[src/rtl/fb_write_engine.sv]
// -----------------------------------------------------------------------------
// fb_write_engine
//
// Command-driven write engine for a WIDTH x HEIGHT framebuffer with
// COLOR_BITS-bit pixels. Accepts PIXEL, RECT-fill and CLEAR commands over a
// valid/ready handshake and rasterises each one into framebuffer writes,
// one write per clock, in x-fastest raster order.
//
// Ports
//   clk        system clock, rising edge
//   rst        synchronous reset, active-high
//   cmd_valid  command present
//   cmd_ready  engine can accept a command (idle and not signalling done)
//   cmd_op     00 PIXEL, 01 RECT, 10 CLEAR, 11 reserved (rejected)
//   cmd_x0     PIXEL x / RECT left column
//   cmd_y0     PIXEL y / RECT top line
//   cmd_x1     RECT right column, inclusive
//   cmd_y1     RECT bottom line, inclusive
//   cmd_color  colour to write
//   fb_waddr   framebuffer write address {y, x}
//   fb_din     framebuffer write data
//   fb_we      framebuffer write strobe
//   busy       high from the cycle after acceptance through the done cycle
//   done       one-cycle pulse when a command completes
//   err        qualifies done: 1 = command rejected, nothing written
//
// Timing (command accepted at edge T, N writes):
//   writes visible after edges T+1..T+N, done after T+N+1, cmd_ready after
//   T+N+2. A rejected command behaves as N=0.
// -----------------------------------------------------------------------------
module fb_write_engine #(
  parameter int WIDTH      = 64,
  parameter int HEIGHT     = 64,
  parameter int COLOR_BITS = 4,
  parameter int ADDR_BITS  = 12,
  localparam int XW = $clog2(WIDTH),
  localparam int YW = $clog2(HEIGHT)
) (
  input  logic                  clk,
  input  logic                  rst,
  input  logic                  cmd_valid,
  output logic                  cmd_ready,
  input  logic [1:0]            cmd_op,
  input  logic [XW-1:0]         cmd_x0,
  input  logic [YW-1:0]         cmd_y0,
  input  logic [XW-1:0]         cmd_x1,
  input  logic [YW-1:0]         cmd_y1,
  input  logic [COLOR_BITS-1:0] cmd_color,
  output logic [ADDR_BITS-1:0]  fb_waddr,
  output logic [COLOR_BITS-1:0] fb_din,
  output logic                  fb_we,
  output logic                  busy,
  output logic                  done,
  output logic                  err
);

  localparam logic [1:0] OP_PIXEL = 2'b00;
  localparam logic [1:0] OP_RECT  = 2'b01;
  localparam logic [1:0] OP_CLEAR = 2'b10;

  localparam logic [XW-1:0] X_MAX = XW'(WIDTH - 1);
  localparam logic [YW-1:0] Y_MAX = YW'(HEIGHT - 1);

  typedef enum logic [1:0] {
    S_IDLE  = 2'd0,
    S_WRITE = 2'd1,
    S_DONE  = 2'd2
  } state_t;

  state_t state_reg, state_next;

  // Captured command and raster position
  logic [XW-1:0]         x_reg, x0_reg, x1_reg;
  logic [YW-1:0]         y_reg, y1_reg;
  logic [COLOR_BITS-1:0] color_reg;
  logic                  rej_reg;

  // Registered outputs
  logic [ADDR_BITS-1:0]  waddr_reg, waddr_next;
  logic [COLOR_BITS-1:0] din_reg, din_next;
  logic                  we_reg, we_next;
  logic                  busy_reg, busy_next;
  logic                  done_reg, done_next;
  logic                  err_reg, err_next;

  logic accept;
  logic reject_cmd;
  logic last_px;

  // Ready is withheld during the done cycle as well, so a new command can
  // only be taken one cycle after done has been seen.
  assign cmd_ready = (state_reg == S_IDLE) && !done_reg;
  assign accept    = cmd_valid && cmd_ready;

  assign reject_cmd = (cmd_op == 2'b11) ||
                      ((cmd_op == OP_RECT) && ((cmd_x1 < cmd_x0) || (cmd_y1 < cmd_y0)));

  // Compared before any increment, so the counters never step past x1/y1.
  assign last_px = (x_reg == x1_reg) && (y_reg == y1_reg);

  // ---------------------------------------------------------------------------
  // State register
  // ---------------------------------------------------------------------------
  always_ff @(posedge clk) begin
    if (rst) begin
      state_reg <= S_IDLE;
    end else begin
      state_reg <= state_next;
    end
  end

  // ---------------------------------------------------------------------------
  // Next-state logic
  // ---------------------------------------------------------------------------
  always_comb begin
    state_next = state_reg;
    case (state_reg)
      S_IDLE: begin
        if (accept) begin
          state_next = reject_cmd ? S_DONE : S_WRITE;
        end
      end
      S_WRITE: begin
        if (last_px) begin
          state_next = S_DONE;
        end
      end
      S_DONE: begin
        state_next = S_IDLE;
      end
      default: begin
        state_next = S_IDLE;
      end
    endcase
  end

  // ---------------------------------------------------------------------------
  // Output logic: next values of the registered outputs. Each WRITE cycle
  // presents the current raster position; the write becomes visible one edge
  // later, which is what shifts done/ready by one cycle after the last write.
  // ---------------------------------------------------------------------------
  always_comb begin
    we_next    = 1'b0;
    waddr_next = waddr_reg;
    din_next   = din_reg;
    done_next  = 1'b0;
    err_next   = 1'b0;
    busy_next  = (state_next != S_IDLE) || (state_reg == S_DONE);
    case (state_reg)
      S_WRITE: begin
        we_next    = 1'b1;
        waddr_next = {y_reg, x_reg};
        din_next   = color_reg;
      end
      S_DONE: begin
        done_next = 1'b1;
        err_next  = rej_reg;
      end
      default: begin
        we_next = 1'b0;
      end
    endcase
  end

  always_ff @(posedge clk) begin
    if (rst) begin
      waddr_reg <= '0;
      din_reg   <= '0;
      we_reg    <= 1'b0;
      busy_reg  <= 1'b0;
      done_reg  <= 1'b0;
      err_reg   <= 1'b0;
    end else begin
      waddr_reg <= waddr_next;
      din_reg   <= din_next;
      we_reg    <= we_next;
      busy_reg  <= busy_next;
      done_reg  <= done_next;
      err_reg   <= err_next;
    end
  end

  assign fb_waddr = waddr_reg;
  assign fb_din   = din_reg;
  assign fb_we    = we_reg;
  assign busy     = busy_reg;
  assign done     = done_reg;
  assign err      = err_reg;

  // ---------------------------------------------------------------------------
  // Command capture and raster counters. PIXEL and CLEAR are normalised into
  // rectangles at capture so the walk below only ever handles one shape.
  // ---------------------------------------------------------------------------
  always_ff @(posedge clk) begin
    if (rst) begin
      x_reg     <= '0;
      y_reg     <= '0;
      x0_reg    <= '0;
      x1_reg    <= '0;
      y1_reg    <= '0;
      color_reg <= '0;
      rej_reg   <= 1'b0;
    end else if (accept) begin
      color_reg <= cmd_color;
      rej_reg   <= reject_cmd;
      case (cmd_op)
        OP_CLEAR: begin
          x_reg  <= '0;
          y_reg  <= '0;
          x0_reg <= '0;
          x1_reg <= X_MAX;
          y1_reg <= Y_MAX;
        end
        OP_PIXEL: begin
          x_reg  <= cmd_x0;
          y_reg  <= cmd_y0;
          x0_reg <= cmd_x0;
          x1_reg <= cmd_x0;
          y1_reg <= cmd_y0;
        end
        default: begin
          x_reg  <= cmd_x0;
          y_reg  <= cmd_y0;
          x0_reg <= cmd_x0;
          x1_reg <= cmd_x1;
          y1_reg <= cmd_y1;
        end
      endcase
    end else if ((state_reg == S_WRITE) && !last_px) begin
      if (x_reg == x1_reg) begin
        // End of a line: y < y1 here, so y+1 cannot overflow.
        x_reg <= x0_reg;
        y_reg <= y_reg + 1'b1;
      end else begin
        x_reg <= x_reg + 1'b1;
      end
    end
  end

endmodule

[config.mk]
export PLATFORM = sky130hd
export DESIGN_NAME = fb_write_engine
export DESIGN_NICKNAME = d
export VERILOG_FILES = /design/src/rtl/fb_write_engine.sv
export SDC_FILE = /design/constraint.sdc
export NUM_CORES = 1
export LEC_CHECK = 0
export ABC_AREA = 1
export BUFFER_PORTS_ARGS = -buffer_cell sky130_fd_sc_hd__clkbuf_2
export CORE_MARGIN = 5
export CORE_UTILIZATION = 28
export CTS_CLUSTER_DIAMETER = 40
export DETAILED_ROUTE_END_ITERATION = 10
export GPL_TIMING_DRIVEN = 0
export SKIP_LAST_GASP = 1
export SYNTH_ARGS = -nofsm -noshare
export SYNTH_HDL_FRONTEND = slang
export SYNTH_SLANG_ARGS = --single-unit
export TNS_END_PERCENT = 30
[constraint.sdc]
create_clock -name clk -period 2 [get_ports clk]
set_clock_uncertainty 0.2 [all_clocks]
set_input_delay 0.2 -clock clk [delete_from_list [all_inputs] [get_ports clk]]
set_output_delay 0.2 -clock clk [all_outputs]
set_load 0.01 [all_outputs]
==> impl_metrics.ini, run 1 <==
[global_route]
grtUsageMet1_pct = 17.8
use_met3_pct = 2.87
grt_pass1_wl_um = 13700
grt_max_degree = 11
grt_pass1_vias = 2856
grt_use_total_pct = 13.1
antenna_found_initial = 0
overflow = 0
met2_usage_pct = 20.5
grt.busiest_layer = met2

[floorplanning]
core_mm2 = 0.0109
placementRows = 38
die-area_mm2 = 0.0133
dieHeight_um = 115
start_util_pct = 28.6
num_io_pins = 54
die_w_um = 115

[critical_path]
critical_path_class = in -> reg
cp-end-kind = flip-flop
crit_required_ns = 2.03
start_kind = primary input
arrival_ns = 1.87
path_max_fanout = 3

[power]
p_int_mw = 2.11
max-vdd-ir-drop_uv = 306
p_sw_share_pct = 34.4
p_sw_mw = 1.11
p_clk_share_pct = 29.3
p_leak_nw = 1.84
seqPwrFrac_pct = 41.8
combinationalPowerShare_pct = 28.9
powerDensity_mw_per_mm2 = 834

[sta]
worst_slack_ns = 0.155
hold_slack_ns = 0.00813
fmax_ghz = 0.542
rsz0062_at_grt = no
finalSetupViolCount = 0
slew_headroom_pct = 64.8
fin_tns_setup_ns = 0
period_minus_slack_ns = 1.85
period_share_pct = 92.3
tightest_slew_ns = 0.528
slew_viol_final = 0
final_hold_viol_count = 0

[logic_synthesis]
ys.warnings.count = 0
synth_top_area_share_pct = 36.7
synth.area.top_cells = dfxtp_1, nand2_1, inv_1
synth_edf_count = 0
synthFlopType = dfxtp_1
synth_fp_nets = 485
syn_avg_cell_area_um2 = 7.07
synth_seq_cells = 57
syn_area_mm2 = 0.00311
yosysTopAreaCell = dfxtp_1
synth.most_common_cell = nand2_1
ys_top_cells_by_count = nand2_1, dfxtp_1, inv_1
ys_async_sr_fraction_pct = 0
synth-seq-area-share_pct = 36.7
syn_inst = 440
synth_cell_types = 34

[route]
vias = 3052
viasPerCell = 4.62
wire_per_inst_um = 12.8
drcViolationCount = 0
finalWirelength_um = 8450
ant_nets = 0
drtIter0Drc = 167
dr.pass1.iters = 5

[clocking]
cts_buffers = 9
cts_tree = done
cts.clk_slew.worst_paths_ns = 0.07
htreeDepth = 3
root_buffer = clkbuf_8
clock_latency_ns = 0.33
max-clock-path-buffers = 2
post-cts-setup-buffers = 0
clock-sinks = 57

[finish]
regArea_mm2 = 0.00114
multi_input_area_mm2 = 0.00167
area_delta_synth_final_pct = 23.9
nNetsFinal = 561
fillCellCount = 1149
largest_register_ffs = 12
n_antenna_cell = 0
final_area_mm2 = 0.00386
layout-drive-gt1-share_pct = 20.5
final_cells = 661

[placed_design]
placed_cell_area_mm2 = 0.00355
dp_hpwl_um = 6630
dpl.cell_count = 633
gp_congestion = 0.839
io_buffers = 53
pre_cts_ws_ns = 0.173

[flow_run]
cap_violations = 0

[hold_path]
hp-class = in -> reg

[outcome]
status = finished, final reports clean
-- cell families after synthesis --
kind of cell             after synthesis  synth area share, %
AO/OA/AOI/OAI                         83                 14.5
XOR/XNOR                               5                 1.41
AND/OR/NAND/NOR                      208                 33.0
buffers and inverters                 75                 9.65
flip-flops                            57                 36.7
adder cells (fa/ha/maj)               12                 4.82
-- placed cells by master, fill, tap and decap left out, drive strengths merged --
master	Yosys	layout
a21boi	1	1
a21o	1	1
a21oi	28	28
a32oi	1	1
buf	5	5
clkbuf	11	76
clkinv	0	3
dfxtp	57	57
dlygate4sd3	0	12
dlymetal6s4s	0	1
ha	12	12
inv	59	59
nand2	106	106
nand3	41	41
nand4	4	4
nor2	53	53
nor3	2	2
nor3b	1	1
o21a	2	2
o21ai	35	35
o22ai	14	14
o2bb2ai	1	1
or2	1	1
xnor2	1	1
xor2	4	4
-- worst max-delay path, stage by stage --
cell           delay, ns
dlygate4sd3_1       0.52
clkbuf_2            0.14
inv_1               0.05
ha_1                0.28
a21boi_0            0.12
o21ai_0             0.18
nand2_1             0.08
nand3_1             0.10
nand2_2             0.08
nor2_1              0.09
nor2_1              0.05
-- metrics by stage --
stage	util, %	total power, mW
2_1_floorplan	-	2.02
3_3_place_gp	32.6	2.25
3_5_place_dp	32.6	2.27
4_1_cts	35.4	3.24
5_1_grt	35.4	3.43
6_report	35.4	3.22
-- area by class of cell --
type / instances / area share (%)
Clock inverter: 3 / 0.389
Timing Repair Buffer: 65 / 10.2
Multi-Input combinational cell: 308 / 43.4
Sequential cell: 57 / 29.6
Clock buffer: 13 / 4.12
Tap cell: 140 / 4.54
Buffer: 16 / 2.04
Inverter: 59 / 5.74
-- layer usage --
metal	part of all wire [%]	vias to the layer above
met5	0	-
met4	1.3	0
met3	5.3	8
met2	45	87
met1	48	1376
li1	-	1581
-- final timing paths --
check	startpoint	to	slack (ns)	cells after the start
worst max-delay path	cmd_x0[1]	state_reg[0]	0.15	11
worst max register to register	state_reg[0]	fb_waddr[10]	0.19	5
worst min register to register	color_reg[3]	fb_din[3]	0.25	2
worst min-delay path	cmd_y1[3]	y1_reg[3]	0.008	3
-- power groups by stage --
| stage | Clock [mW] | Combinational, mW | Sequential, mW |
|---|---|---|---|
| 2_1_floorplan | 0 | 0.666 | 1.36 |
| 3_3_place_gp | 0 | 0.891 | 1.36 |
| 3_5_place_dp | 0 | 0.907 | 1.37 |
| 4_1_cts | 0.964 | 0.933 | 1.34 |
| 5_1_grt | 1.02 | 1.05 | 1.36 |
| 6_report | 0.944 | 0.929 | 1.34 |
-- what timing repair did --
action	in CTS	in global routing
setup endpoints to repair	0	3
hold endpoints to repair	14	0
hold buffers	13	0
gates resized for setup	0	2
Note: power is estimated with default switching activity, not from simulation.
==> run 2: changes to the inputs <==
SETUP_SLACK_MARGIN = 0.5   (was not set)
==> run 2 against run 1 <==
  * Flip-flop and latch count stayed put
  * Core utilization is 5.6 points higher
  * Worst setup slack better by 0.19 ns
  * Die area stayed put
  * Critical path type is now reg -> reg
  * Critical endpoint is now y_reg[1]
==> impl_metrics.ini, run 2 (same netlist as run 1, synthesis figures left out) <==
[global_route]
overflow = 0
grt.busiest_layer = met2
grt_pass1_wl_um = 14400
grt_use_total_pct = 13.7
grt_pass1_vias = 3077
met2_usage_pct = 21.6
grt_max_degree = 11
grtUsageMet1_pct = 18.2
use_met3_pct = 3.13
antenna_found_initial = 0

[finish]
n_antenna_cell = 0
final_common_cell = nand2_1
nNetsFinal = 594
layout-drive-gt1-share_pct = 40.1
area_delta_synth_final_pct = 43.3
final_cells = 694
layout_common_cells = nand2_1, clkbuf_2, inv_1
final_area_mm2 = 0.00446
largest_register_ffs = 12

[sta]
period_minus_slack_ns = 1.65
slew_headroom_pct = 63.7
fmax_ghz = 0.605
final_hold_viol_count = 0
rsz0062_at_grt = yes
tightest_slew_ns = 0.544
finalSetupViolCount = 0
fin_tns_setup_ns = 0
period_share_pct = 82.7
slew_viol_final = 0

[critical_path]
path_max_fanout = 6
critical_path_class = reg -> reg
cp-end-kind = flip-flop
crit_required_ns = 2.03
start_kind = flip-flop
arrival_ns = 1.68

[flow_run]
cap_violations = 0

[power]
max-vdd-ir-drop_uv = 303
p_sw_mw = 1.24
seqPwrFrac_pct = 38.3
p_leak_nw = 2.07
combinationalPowerShare_pct = 35.1
powerDensity_mw_per_mm2 = 798
p_int_mw = 2.32
p_sw_share_pct = 34.9
p_clk_share_pct = 26.7

[floorplanning]
placementRows = 38
die_w_um = 115
dieHeight_um = 115
start_util_pct = 28.6
die-area_mm2 = 0.0133
core_mm2 = 0.0109
num_io_pins = 54

[clocking]
root_buffer = clkbuf_8
clock-sinks = 57
max-clock-path-buffers = 2
cts.clk_slew.worst_paths_ns = 0.07
cts_tree = done
clock_latency_ns = 0.34
cts_buffers = 9
htreeDepth = 3

[placed_design]
io_buffers = 53
dpl.cell_count = 633
dp_hpwl_um = 6620
gp_congestion = 0.837
placed_cell_area_mm2 = 0.00357

[route]
vias = 3186
viasPerCell = 4.59
ant_nets = 0
finalWirelength_um = 9040
drtIter0Drc = 222
wire_per_inst_um = 13.0
dr.pass1.iters = 4
drcViolationCount = 0

[hold_path]
hp-class = in -> reg

[outcome]
status = finished, final reports clean
==> run 2: timing repair <==
item | in CTS | in global routing
resized for setup | 36 | 96
setup buffers | 13 | 13
endpoints found under the hold margin | 18 | 0
pin swaps | 11 | 29
hold buffers | 19 | 0
setup endpoints to repair | 52 | 49
==> run 2: area by class of cell <==
class                           count  area [um^2]
Fill cell                        1100         6430
Clock inverter                      3         15.0
Sequential cell                    57         1210
Tap cell                          140          175
Clock buffer                       13          159
Timing Repair Buffer               98          674
Buffer                             16          114
Inverter                           59          238
Multi-Input combinational cell    308         1880
==> run 2: path summary, 6_finish.rpt <==
check,startpoint,to,slack (ns),cells after the start
max,x1_reg[4],y_reg[1],0.35,11
min,cmd_y0[4],y1_reg[4],0.007,3
max reg2reg,x1_reg[4],y_reg[1],0.35,11
min reg2reg,color_reg[3],fb_din[3],0.25,2
==> run 2: through the flow <==
step                      worst slack (ns)  hold WS [ns]  utilization, %  power [mW]
final                                0.347       0.00723            41.0        3.56
after detailed placement             0.192         0.244            32.8        2.28
after global placement               0.222         0.236            32.8        2.26
after CTS                            0.352      0.000181            37.9        3.39
after floorplan                      0.476        0.0691               -        2.03
after global routing                 0.254        0.0184            41.0        3.78
==> run 2: layer usage <==
layer / wire [um] / vias to the layer above
met4: 130 / 0
li1: - / 1651
met3: 452 / 9
met2: 4220 / 77
met1: 4240 / 1449
met5: 0 / -
==> run 2: power groups by stage <==
stage,combinational (mW),sequential (mW),clock [mW]
2_1_floorplan,0.673,1.36,0
3_3_place_gp,0.897,1.37,0
3_5_place_dp,0.911,1.37,0
4_1_cts,1.06,1.35,0.972
5_1_grt,1.38,1.38,1.03
6_report,1.25,1.36,0.949
==> run 2: critical path, stage by stage (launching register included) <==
cell	delay, ns
dfxtp_2	0.36
inv_1	0.05
nand2_1	0.07
nand2_2	0.10
nor2_8	0.14
nand2_4	0.07
nor2_4	0.13
nand3_4	0.14
nand2_4	0.11
inv_6	0.05
nor2_2	0.09
nor2_1	0.04
